**src/rtl/serial_tx_if.sv**
```systemverilog
// Host-side bundle for the 8N1 serial transmitter:
// byte, load strobe, serial line and idle status.
interface serial_tx_if;
   logic [7:0] data;
   logic       dataLoad;
   logic       serialOut;
   logic       ready;

   modport master (
      output data,
      output dataLoad,
      input  serialOut,
      input  ready
   );

   modport slave (
      input  data,
      input  dataLoad,
      output serialOut,
      output ready
   );
endinterface

```
**src/rtl/serial_tx.sv**
```systemverilog
// 8N1 serial transmitter: start bit, 8 data bits LSB first, stop bit,
// each held for delay clocks; load on a rising edge of dataLoad.
module serial_tx #(
   parameter int counterBits = 10,
   parameter int delay       = 868
) (
   input logic         clk,
   input logic         reset,
   serial_tx_if.slave  bus
);

   typedef enum logic {IDLE, SEND} state_t;

   localparam logic [counterBits-1:0] LAST = counterBits'(delay - 1);

   state_t                 r_state, w_state;
   logic [7:0]             r_shift, w_shift;
   logic [3:0]             r_idx, w_idx;
   logic [counterBits-1:0] r_cnt, w_cnt;
   logic                   r_out, w_out;
   logic                   r_ready, w_ready;
   logic                   r_loadPrev;
   logic                   w_accept;

   assign w_accept = bus.dataLoad & ~r_loadPrev;

   always_ff @(posedge clk or posedge reset) begin
      if (reset) begin
         r_state    <= IDLE;
         r_shift    <= '0;
         r_idx      <= '0;
         r_cnt      <= '0;
         r_out      <= 1'b1;
         r_ready    <= 1'b1;
         r_loadPrev <= 1'b0;
      end else begin
         r_state    <= w_state;
         r_shift    <= w_shift;
         r_idx      <= w_idx;
         r_cnt      <= w_cnt;
         r_out      <= w_out;
         r_ready    <= w_ready;
         r_loadPrev <= bus.dataLoad;
      end
   end

   always_comb begin
      w_state = r_state;
      w_shift = r_shift;
      w_idx   = r_idx;
      w_cnt   = r_cnt;
      w_out   = r_out;
      w_ready = r_ready;
      unique case (r_state)
         IDLE: begin
            if (w_accept) begin
               w_state = SEND;
               w_shift = bus.data;
               w_idx   = '0;
               w_cnt   = '0;
               w_out   = 1'b0;
               w_ready = 1'b0;
            end
         end
         SEND: begin
            if (r_cnt < LAST) begin
               w_cnt = r_cnt + 1'b1;
            end else begin
               w_cnt = '0;
               // Load edges arriving here are dropped, not queued.
               if (r_idx == 4'd9) begin
                  w_state = IDLE;
                  w_idx   = '0;
                  w_out   = 1'b1;
                  w_ready = 1'b1;
               end else begin
                  w_idx = r_idx + 4'd1;
                  if (r_idx == 4'd8) begin
                     w_out = 1'b1;
                  end else begin
                     w_out   = r_shift[0];
                     w_shift = {1'b0, r_shift[7:1]};
                  end
               end
            end
         end
         default: begin
            w_state = IDLE;
         end
      endcase
   end

   assign bus.serialOut = r_out;
   assign bus.ready     = r_ready;

endmodule

```
**src/flat_wrapper.sv**
```systemverilog
// flat-port wrapper written by rule: the top's interface ports become plain ports
module serial_tx_flat 
#(
   parameter int counterBits = 10,
   parameter int delay       = 868
)
  (clk, reset, bus_data, bus_dataLoad, bus_serialOut, bus_ready);
  serial_tx_if bus_i ();
  input logic clk;
  input logic reset;
  input wire logic [$bits(bus_i.data)-1:0] bus_data;
  input wire logic [$bits(bus_i.dataLoad)-1:0] bus_dataLoad;
  output wire logic [$bits(bus_i.serialOut)-1:0] bus_serialOut;
  output wire logic [$bits(bus_i.ready)-1:0] bus_ready;
  assign bus_i.data = bus_data;
  assign bus_i.dataLoad = bus_dataLoad;
  assign bus_serialOut = bus_i.serialOut;
  assign bus_ready = bus_i.ready;
  serial_tx #(.counterBits(counterBits), .delay(delay)) u_core (.clk(clk), .reset(reset), .bus(bus_i));
endmodule
```
**config.mk**
```make
export PLATFORM = sky130hd
export DESIGN_NAME = serial_tx_flat
export DESIGN_NICKNAME = d
export VERILOG_FILES = /design/src/rtl/serial_tx_if.sv /design/src/rtl/serial_tx.sv /design/src/flat_wrapper.sv
export SDC_FILE = /design/constraint.sdc
export NUM_CORES = 1
export LEC_CHECK = 0
export ABC_CLOCK_PERIOD_IN_PS = 4000
export CAP_MARGIN = 20
export CELL_PAD_IN_SITES_DETAIL_PLACEMENT = 1
export CELL_PAD_IN_SITES_GLOBAL_PLACEMENT = 1
export CORE_MARGIN = 2
export CORE_UTILIZATION = 33
export DETAILED_ROUTE_END_ITERATION = 16
export PLACE_DENSITY = 0.69
export SLEW_MARGIN = 20
export SYNTH_ARGS = -nofsm -noshare
export SYNTH_HDL_FRONTEND = slang
export SYNTH_SLANG_ARGS = --single-unit
```
**constraint.sdc**
```tcl
create_clock -name clk -period 4 [get_ports clk]
set_clock_uncertainty 0.15 [all_clocks]
set_input_delay 0.8 -clock clk [delete_from_list [all_inputs] [get_ports clk]]
set_output_delay 0.8 -clock clk [all_outputs]
set_load 0.01 [all_outputs]
```
== Yosys cells after proc, flatten, opt, wreduce, memory -nomap -nowiden ==
Cells that the tools add are included.
W data, S select, Z words.

* $add $sub $neg: 2
* Order comparisons: 1
* Equality and inequality tests: 7
* Muxes and demuxes: 24
* Bitwise operators: 3
* Reduce and logical (&&, ||, !) cells: 3

{| class="wikitable"
|+ Operators by type and width
! operator !! number
|-
| $mux W8 || 4
|-
| $mux W10 || 2
|-
| $pmux W10 S2 || 1
|-
| $pmux W8 S2 || 1
|-
| $mux W4 || 3
|-
| $add A10 B1 Y10 const B || 1
|-
| $lt A10 B10 Y1 const B || 1
|-
| $mux W1 || 9
|-
| $eq A4 B4 Y1 const B || 2
|-
| $ne A2 B2 Y1 const B || 4
|-
| $pmux W4 S2 || 1
|-
| $pmux W1 S2 || 3
|-
| $add A4 B1 Y4 const B || 1
|-
| $reduce_and A4 Y1 || 1
|-
| $reduce_and A3 Y1 || 1
|-
| $ne A2 B1 Y1 const B || 1
|-
| $not A1 Y1 || 2
|-
| $reduce_and A2 Y1 || 1
|-
| $and A1 B1 Y1 || 1
|}

* Register bits: 26
* Output and inout bits: 2
* Word-level logic and storage cells: 47

== Longest topological paths before layout ==
Gate-level depths: netlist (run 1).

* Depth after elaboration: 5
* Depth in mapped cells: 6
* Gate-level depth less buffers: 6

== Worst setup path before layout (run 1) ==
OpenSTA, ideal clock, no wires.

* Path kind: register to register
* Start: register u_core.r_cnt[0]
* End: register u_core.r_shift[0]
* Arrival time: 1.968 ns
* Required time: 3.725 ns
* Setup slack: 1.757 ns
* Cell stages (with the launch flop): 7
* Period minus slack after synthesis: 2.243 ns
* Path through: dfrtp_1 -> ha_1 -> or4_4 -> a21o_1 -> buf_6 -> a31oi_4 -> mux2_2

* Longest elaborated chain between the ends: 3

{| class="wikitable"
|+ RTL lines
! what !! RTL line !! text
|-
| start: declaration || serial_tx.sv:19 || <nowiki>logic [counterBits-1:0] r_cnt, w_cnt;</nowiki>
|-
| start signal: assignment || serial_tx.sv:40 || <nowiki>r_cnt <= w_cnt;</nowiki>
|-
| $lt A10 B10 Y1 || serial_tx.sv:66 || <nowiki>if (r_cnt < LAST) begin</nowiki>
|-
| $ne A2 B2 Y1 (no line) || n/a ||
|-
| $reduce_and A4 Y1 (no line) || n/a ||
|-
| end signal: assignment || serial_tx.sv:38 || <nowiki>r_shift <= w_shift;</nowiki>
|-
| end: declaration || serial_tx.sv:17 || <nowiki>logic [7:0] r_shift, w_shift;</nowiki>
|}

No other way between the ends.
A chain may end at the register's enable or synchronous reset.

== Final worst setup path (run 1) ==
* Start: register u_core.r_cnt[0]
* End: register u_core.r_cnt[6]

* Longest elaborated chain between the ends: 3
* Elaborated cells between the ends (all ways): 4
* Classes of those cells: add/sub (1); order compare (1); mux (2)

{| class="wikitable"
|+ RTL lines
! what !! RTL line !! text
|-
| $add A10 B1 Y10 / $lt A10 B10 Y1 (equally long branches) || serial_tx.sv:67, serial_tx.sv:66 ||
|-
| $mux W10 (*) || serial_tx.sv:66 ||
|-
| $pmux W10 S2 (*) || serial_tx.sv:54 || <nowiki>unique case (r_state)</nowiki>
|}

Mark *: on every way between the ends. The rest lies on a longest branch, timed or not.

==> results.py, run 1 <==
metrics = {
    "status": {
        "status": "completed",
    },
    "cts": {
        "clkTransAtPathRegs_ps": 90,
        "cts_root_buffer": "clkbuf_8",
        "ctsResizeCount": 0,
        "cts_setup_buffers": 0,
        "cts_buffers": 3,
        "cts_tree": "yes",
        "cts_htree_levels": 1,
        "hold_buffers": 0,
        "clockBufferDepth": 2,
        "clock_latency_ps": 280,
        "cts.sinks": 26,
    },
    "routing": {
        "drt-total-wl_um": 3250,
        "routedWlPerCell_um": 17.3,
        "vias": 1072,
        "via_per_inst": 5.70,
        "drc": 0,
        "ant_nets": 0,
        "dr.pass1.iters": 4,
        "drt_iter0_drc": 87,
    },
    "finish": {
        "drive_gt1_frac": 0.181,
        "postLayoutCellArea_sq_um": 1640,
        "syn2layout_area_growth_pct": 17.0,
        "fin_nets": 154,
        "antenna_cells": 0,
    },
    "power_and_ir_drop": {
        "power_density_nw_per_um2": 657,
        "ir_drop_mv": 0.302,
        "pwr-share-seq": 0.448,
        "pwr-share-comb": 0.346,
        "swShare": 0.347,
        "switchingPower_uw": 374,
        "clock_power_share": 0.206,
        "internal_power_uw": 705,
        "p_leak_uw": 0.000723,
    },
    "die": {
        "start_util": 0.346,
        "die_h_um": 69.2,
        "die_x_um": 69.2,
        "ios": 13,
        "dieArea_sq_um": 4790,
        "num_rows": 23,
        "fp.coreArea_sq_um": 4060,
    },
    "logic_synthesis": {
        "yosys.area.top_type": "dfrtp_1",
        "netlist_instances": 127,
        "synth.top_cell.area_share": 0.428,
        "ys_warn_count": 0,
        "yosysSeqAreaShare": 0.466,
        "syn_area_sq_um": 1400,
        "synth.most_common_cell": "dfrtp_1",
        "syn_nets": 142,
        "syn_avg_cell_area_sq_um": 11.0,
        "yosys_register_bits": 26,
        "synthDistinctLibCells": 37,
        "synthTopCellsByArea": "dfrtp_1, mux2_2, a31oi_1",
        "synth-main-ff-cell": "dfrtp_1",
        "synth_edf_count": 0,
        "ys_async_sr_fraction": 1.00,
        "synthTopCellsByCount": "dfrtp_1, mux2_2, a31oi_1, nand2_1, a21oi_1",
    },
    "setup_path": {
        "endpoint_kind": "register",
        "cp_data_arrival_time_ps": 2620,
        "worstSetupPathType": "reg2reg",
        "setup.worst_path.start_class": "register",
        "critPathMaxFanout": 16,
        "worstReg2RegStart": "u_core.r_cnt[0]$_DFFE_PP0P_",
        "crit_start": "u_core.r_cnt[0]$_DFFE_PP0P_",
        "required_ps": 4050,
    },
    "grt": {
        "antenna_found_initial": 0,
        "grt_max_degree": 27,
        "grt_overflow": 0,
        "grt_usage": 0.146,
        "grt_pass1_vias": 1142,
        "grt_first_pass_wirelength_um": 5580,
    },
    "placed_design": {
        "dp_hpwl_um": 2310,
        "port_buffers": 12,
        "gp_congestion": 0.695,
        "dp_slack_ps": 1420,
        "place_area_sq_um": 1540,
    },
    "timing": {
        "worst_pin_slew_ps": 947,
        "finalSetupViolCount": 0,
        "setup_ws_ps": 1430,
        "rsz0062_at_grt": "no",
        "relSlewSlack": 0.367,
        "fmax_mhz": 389,
        "tns_ps": 0,
        "final-max-slew-violation-count": 0,
        "period_needed_ps": 2570,
        "whs_ps": 364,
        "min_period_over_period": 0.642,
        "hold_viol": 0,
    },
    "flow_run": {
        "drv_cap": 0,
    },
    "min_path": {
        "min_path_type": "reg2reg",
        "hp-start": "u_core.r_shift[3]$_DFFE_PP0P_",
    },
}
[cell type report]
type	instances	area (sq um)
timing repair buffer	13	148
inverter	5	18.8
fill	450	2420
clock buffer	3	41.3
sequential	26	653
multi-input combinational	90	688
clock inverter	1	30.0
tap	50	62.6
[cell usage in the layout (no fill, tap or decap), drive strengths merged, types with 4 or more instances in the layout]
cell,synthesis,final
and3,4,4
ha,4,4
a31oi,10,10
mux2,15,15
clkdlybuf4s50,0,12
nand2,9,9
a22o,4,4
inv,5,4
dfrtp,24,24
nand3,5,5
a21oi,6,6
[state kept, by name, indices dropped and copies added, names as in the netlist]
name                  flops
u_core.r_cnt             10
u_core.r_shift            8
u_core.r_idx              4
u_core.bus.ready          1
u_core.bus.serialOut      1
u_core.r_loadPrev         1
u_core.r_state            1
[cells by family (layout without fill, tap and decap cells)]
kind of cell,count (synthesis),in the layout,share of synthesized area
AO/OA/AOI/OAI,33,33,0.175
buffers and inverters,11,22,0.0437
multiplexers,16,16,0.128
XOR/XNOR,1,1,0.00625
flip-flops,26,26,0.466
adder cells (fa/ha/maj),4,4,0.0357
AND/OR/NAND/NOR,36,36,0.146
[path summary, 6_finish.rpt]
kind | slack, ps | cells after the start | end
setup / recovery | 1430 | 5 | u_core.r_cnt[6]$_DFFE_PP0P_
max in group asynchronous | 2640 | 3 | u_core.bus.serialOut$_DFFE_PP1P_
min in group asynchronous | 610 | 2 | u_core.r_cnt[1]$_DFFE_PP0P_
hold reg to reg | 360 | 1 | u_core.r_shift[3]$_DFFE_PP0P_
hold / removal | 360 | 1 | u_core.r_shift[3]$_DFFE_PP0P_
setup reg to reg | 1430 | 5 | u_core.r_cnt[6]$_DFFE_PP0P_
[per-layer routing]
metal / vias up / routed length [um] / GRT usage
met5: - / 0 / 0
met4: 0 / 57 / 0.0675
met3: 6 / 63 / 0.0305
met2: 9 / 1700 / 0.241
met1: 559 / 1430 / 0.182
li1: 498 / - / -
[worst max-delay path: stages (launching register included)]
cell,delay (ps)
dfrtp_1,420
ha_1,260
or4_4,440
a211oi_2,820
a41oi_1,210
a31oi_1,180
[stage by stage]
step                       util  power, uW  cells
after floorplan               -        758    127
after global placement    0.380        822    183
after detailed placement  0.380        860    183
after CTS                 0.398       1090    187
after global routing      0.405       1170    188
final                     0.405       1080    188
[power by group through the flow]
stage          logic [uW]  registers, uW  clock network, uW
2_1_floorplan         313            445                  0
3_3_place_gp          349            474                  0
3_5_place_dp          374            486                  0
4_1_cts               379            482                228
5_1_grt               423            505                242
6_report              374            483                222
(Power assumes the default switching activity.)
==> run 2, diff against run 1 <==
ABC_CLOCK_PERIOD_IN_PS = 2400   (was 4000)
clock period = 2.4 ns   (was 4 ns; I/O delays follow)
==> run 2 against run 1 <==
  * Final area increased by 0.53%
  * Register-to-register slack got worse by 1300 ps
  * Via count rose by 2.8%
  * Non-clock buffer count is 6 higher
  * Core utilization is 0.22 points higher
  * Clock-buffer cell count rose by 1
  * Combinational power is 71% higher
  * Global-route usage fell by 0.50 points
  * Clock power is 27% higher
  * Flip-flop and latch count stayed put
  * Hold slack got worse by 4.4 ps
  * Cell count is 3.2% higher
  * Critical path type unchanged
  * Largest cell class unchanged
  * Largest power group unchanged
==> results.py, run 2 (synthesis gave the netlist of run 1 again) <==
metrics = {
    "finish": {
        "fin_nets": 160,
        "antenna_cells": 0,
        "final_common_cell": "dfrtp_1",
        "largest_reg_flops": 10,
        "syn2layout_area_growth_pct": 17.7,
        "largestRegisters": "u_core.r_cnt (10), u_core.r_shift (8), u_core.r_idx (4)",
        "largest-register": "u_core.r_cnt",
        "final_core_util": 0.407,
        "n_fill_cell": 444,
        "drive_gt1_frac": 0.215,
        "layout_common_cells": "dfrtp_1, mux2_2, clkdlybuf4s50_1, a31oi_1, nand2_1",
    },
    "cts": {
        "ctsResizeCount": 0,
        "cts_tree": "yes",
        "clkTransAtPathRegs_ps": 80,
        "clock_latency_ps": 270,
        "cts_root_buffer": "clkbuf_8",
        "cts_setup_buffers": 0,
        "cts_buffers": 3,
        "clockBufferDepth": 2,
        "cts.sinks": 26,
        "cts_htree_levels": 1,
        "hold_buffers": 0,
    },
    "timing": {
        "period_needed_ps": 2310,
        "fmax_mhz": 433,
        "tns_ps": 0,
        "hold_viol": 0,
        "relSlewSlack": 0.708,
        "final-max-slew-violation-count": 0,
        "rsz0062_at_grt": "no",
        "finalSetupViolCount": 0,
        "min_period_over_period": 0.962,
        "setup_ws_ps": 90.4,
        "worst_pin_slew_ps": 433,
    },
    "setup_path": {
        "endpoint_kind": "register",
        "required_ps": 2400,
        "worstSetupPathType": "reg2reg",
        "setup.worst_path.start_class": "register",
        "cp_data_arrival_time_ps": 2310,
        "critPathMaxFanout": 8,
    },
    "grt": {
        "grt_max_degree": 27,
        "grt_overflow": 0,
        "grt_first_pass_wirelength_um": 5490,
        "grt_usage": 0.141,
        "grt_pass1_vias": 1172,
        "antenna_found_initial": 0,
    },
    "power_and_ir_drop": {
        "ir_drop_mv": 0.511,
        "p_leak_uw": 0.000741,
        "power_uw": 1720,
        "power_density_nw_per_um2": 1040,
    },
    "routing": {
        "ant_nets": 0,
        "routedWlPerCell_um": 16.6,
        "drc": 0,
        "dr.pass1.iters": 4,
        "drt_iter0_drc": 38,
        "drt-total-wl_um": 3210,
        "via_per_inst": 5.68,
        "vias": 1102,
    },
    "die": {
        "die_x_um": 69.2,
        "dieArea_sq_um": 4790,
        "die_h_um": 69.2,
        "ios": 13,
        "num_rows": 23,
        "start_util": 0.346,
        "fp.coreArea_sq_um": 4060,
    },
    "placed_design": {
        "gp_congestion": 0.729,
        "port_buffers": 12,
        "dp_slack_ps": 109,
        "dp_hpwl_um": 2360,
    },
    "min_path": {
        "min_path_type": "reg2reg",
    },
    "status": {
        "status": "completed",
    },
    "flow_run": {
        "drv_cap": 0,
    },
}
-- run 2: cell count changes in the layout (fill, tap and decap cells not counted), sizes merged --
cell,before,now
bufinv,1,0
clkinv,1,0
inv,4,5
buf,1,7
clkbuf,3,4
-- run 2: worst paths after layout --
| kind | to | slack [ps] | cells after the start | start |
|---|---|---|---|---|
| setup / recovery | u_core.r_shift[3]$_DFFE_PP0P_ | 90 | 5 | u_core.r_cnt[0]$_DFFE_PP0P_ |
| hold / removal | u_core.r_shift[4]$_DFFE_PP0P_ | 360 | 1 | u_core.r_shift[4]$_DFFE_PP0P_ |
| setup reg to reg | u_core.r_shift[3]$_DFFE_PP0P_ | 90 | 5 | u_core.r_cnt[0]$_DFFE_PP0P_ |
| hold reg to reg | u_core.r_shift[4]$_DFFE_PP0P_ | 360 | 1 | u_core.r_shift[4]$_DFFE_PP0P_ |
| max in group asynchronous | u_core.bus.ready$_DFFE_PP1P_ | 1390 | 3 | reset |
| min in group asynchronous | u_core.r_shift[6]$_DFFE_PP0P_ | 410 | 3 | reset |
-- run 2: final cells by class --
cell class	count	area, sq um	share of cell area
repair buffers	19	173	0.105
multi-input cells	90	688	0.417
flip-flops and latches	26	653	0.396
well taps	50	62.6	0.0379
clock buffers	4	55.1	0.0334
inverters	5	18.8	0.0114
-- run 2: metrics by stage --
step | hold WS, ps | area [sq um] | cells
after CTS | 363 | 1650 | 194
after floorplan | 311 | 1400 | 127
after global routing | 379 | 1650 | 194
after detailed placement | 339 | 1600 | 190
final | 360 | 1650 | 194
after global placement | 329 | 1600 | 190
-- run 2: layer usage --
metal / up-vias / wire (um) / track usage
met2: 13 / 1620 / 0.251
li1: 520 / - / -
met5: - / 0 / 0
met3: 2 / 80 / 0.0334
met1: 567 / 1480 / 0.167
met4: 0 / 31 / 0.0414
-- run 2: worst max-delay path, cell delays in order, from the launching register on --
cell and delay, ps:
dfrtp_1 420, ha_1 250, or4_4 440, a21o_1 240, a31oi_4 320, mux2_2 380
-- run 2: where the power goes --
part / switching (uW) / internal, uW
registers: 180 / 615
clock network: 136 / 147
logic: 287 / 352
total: 603 / 1110
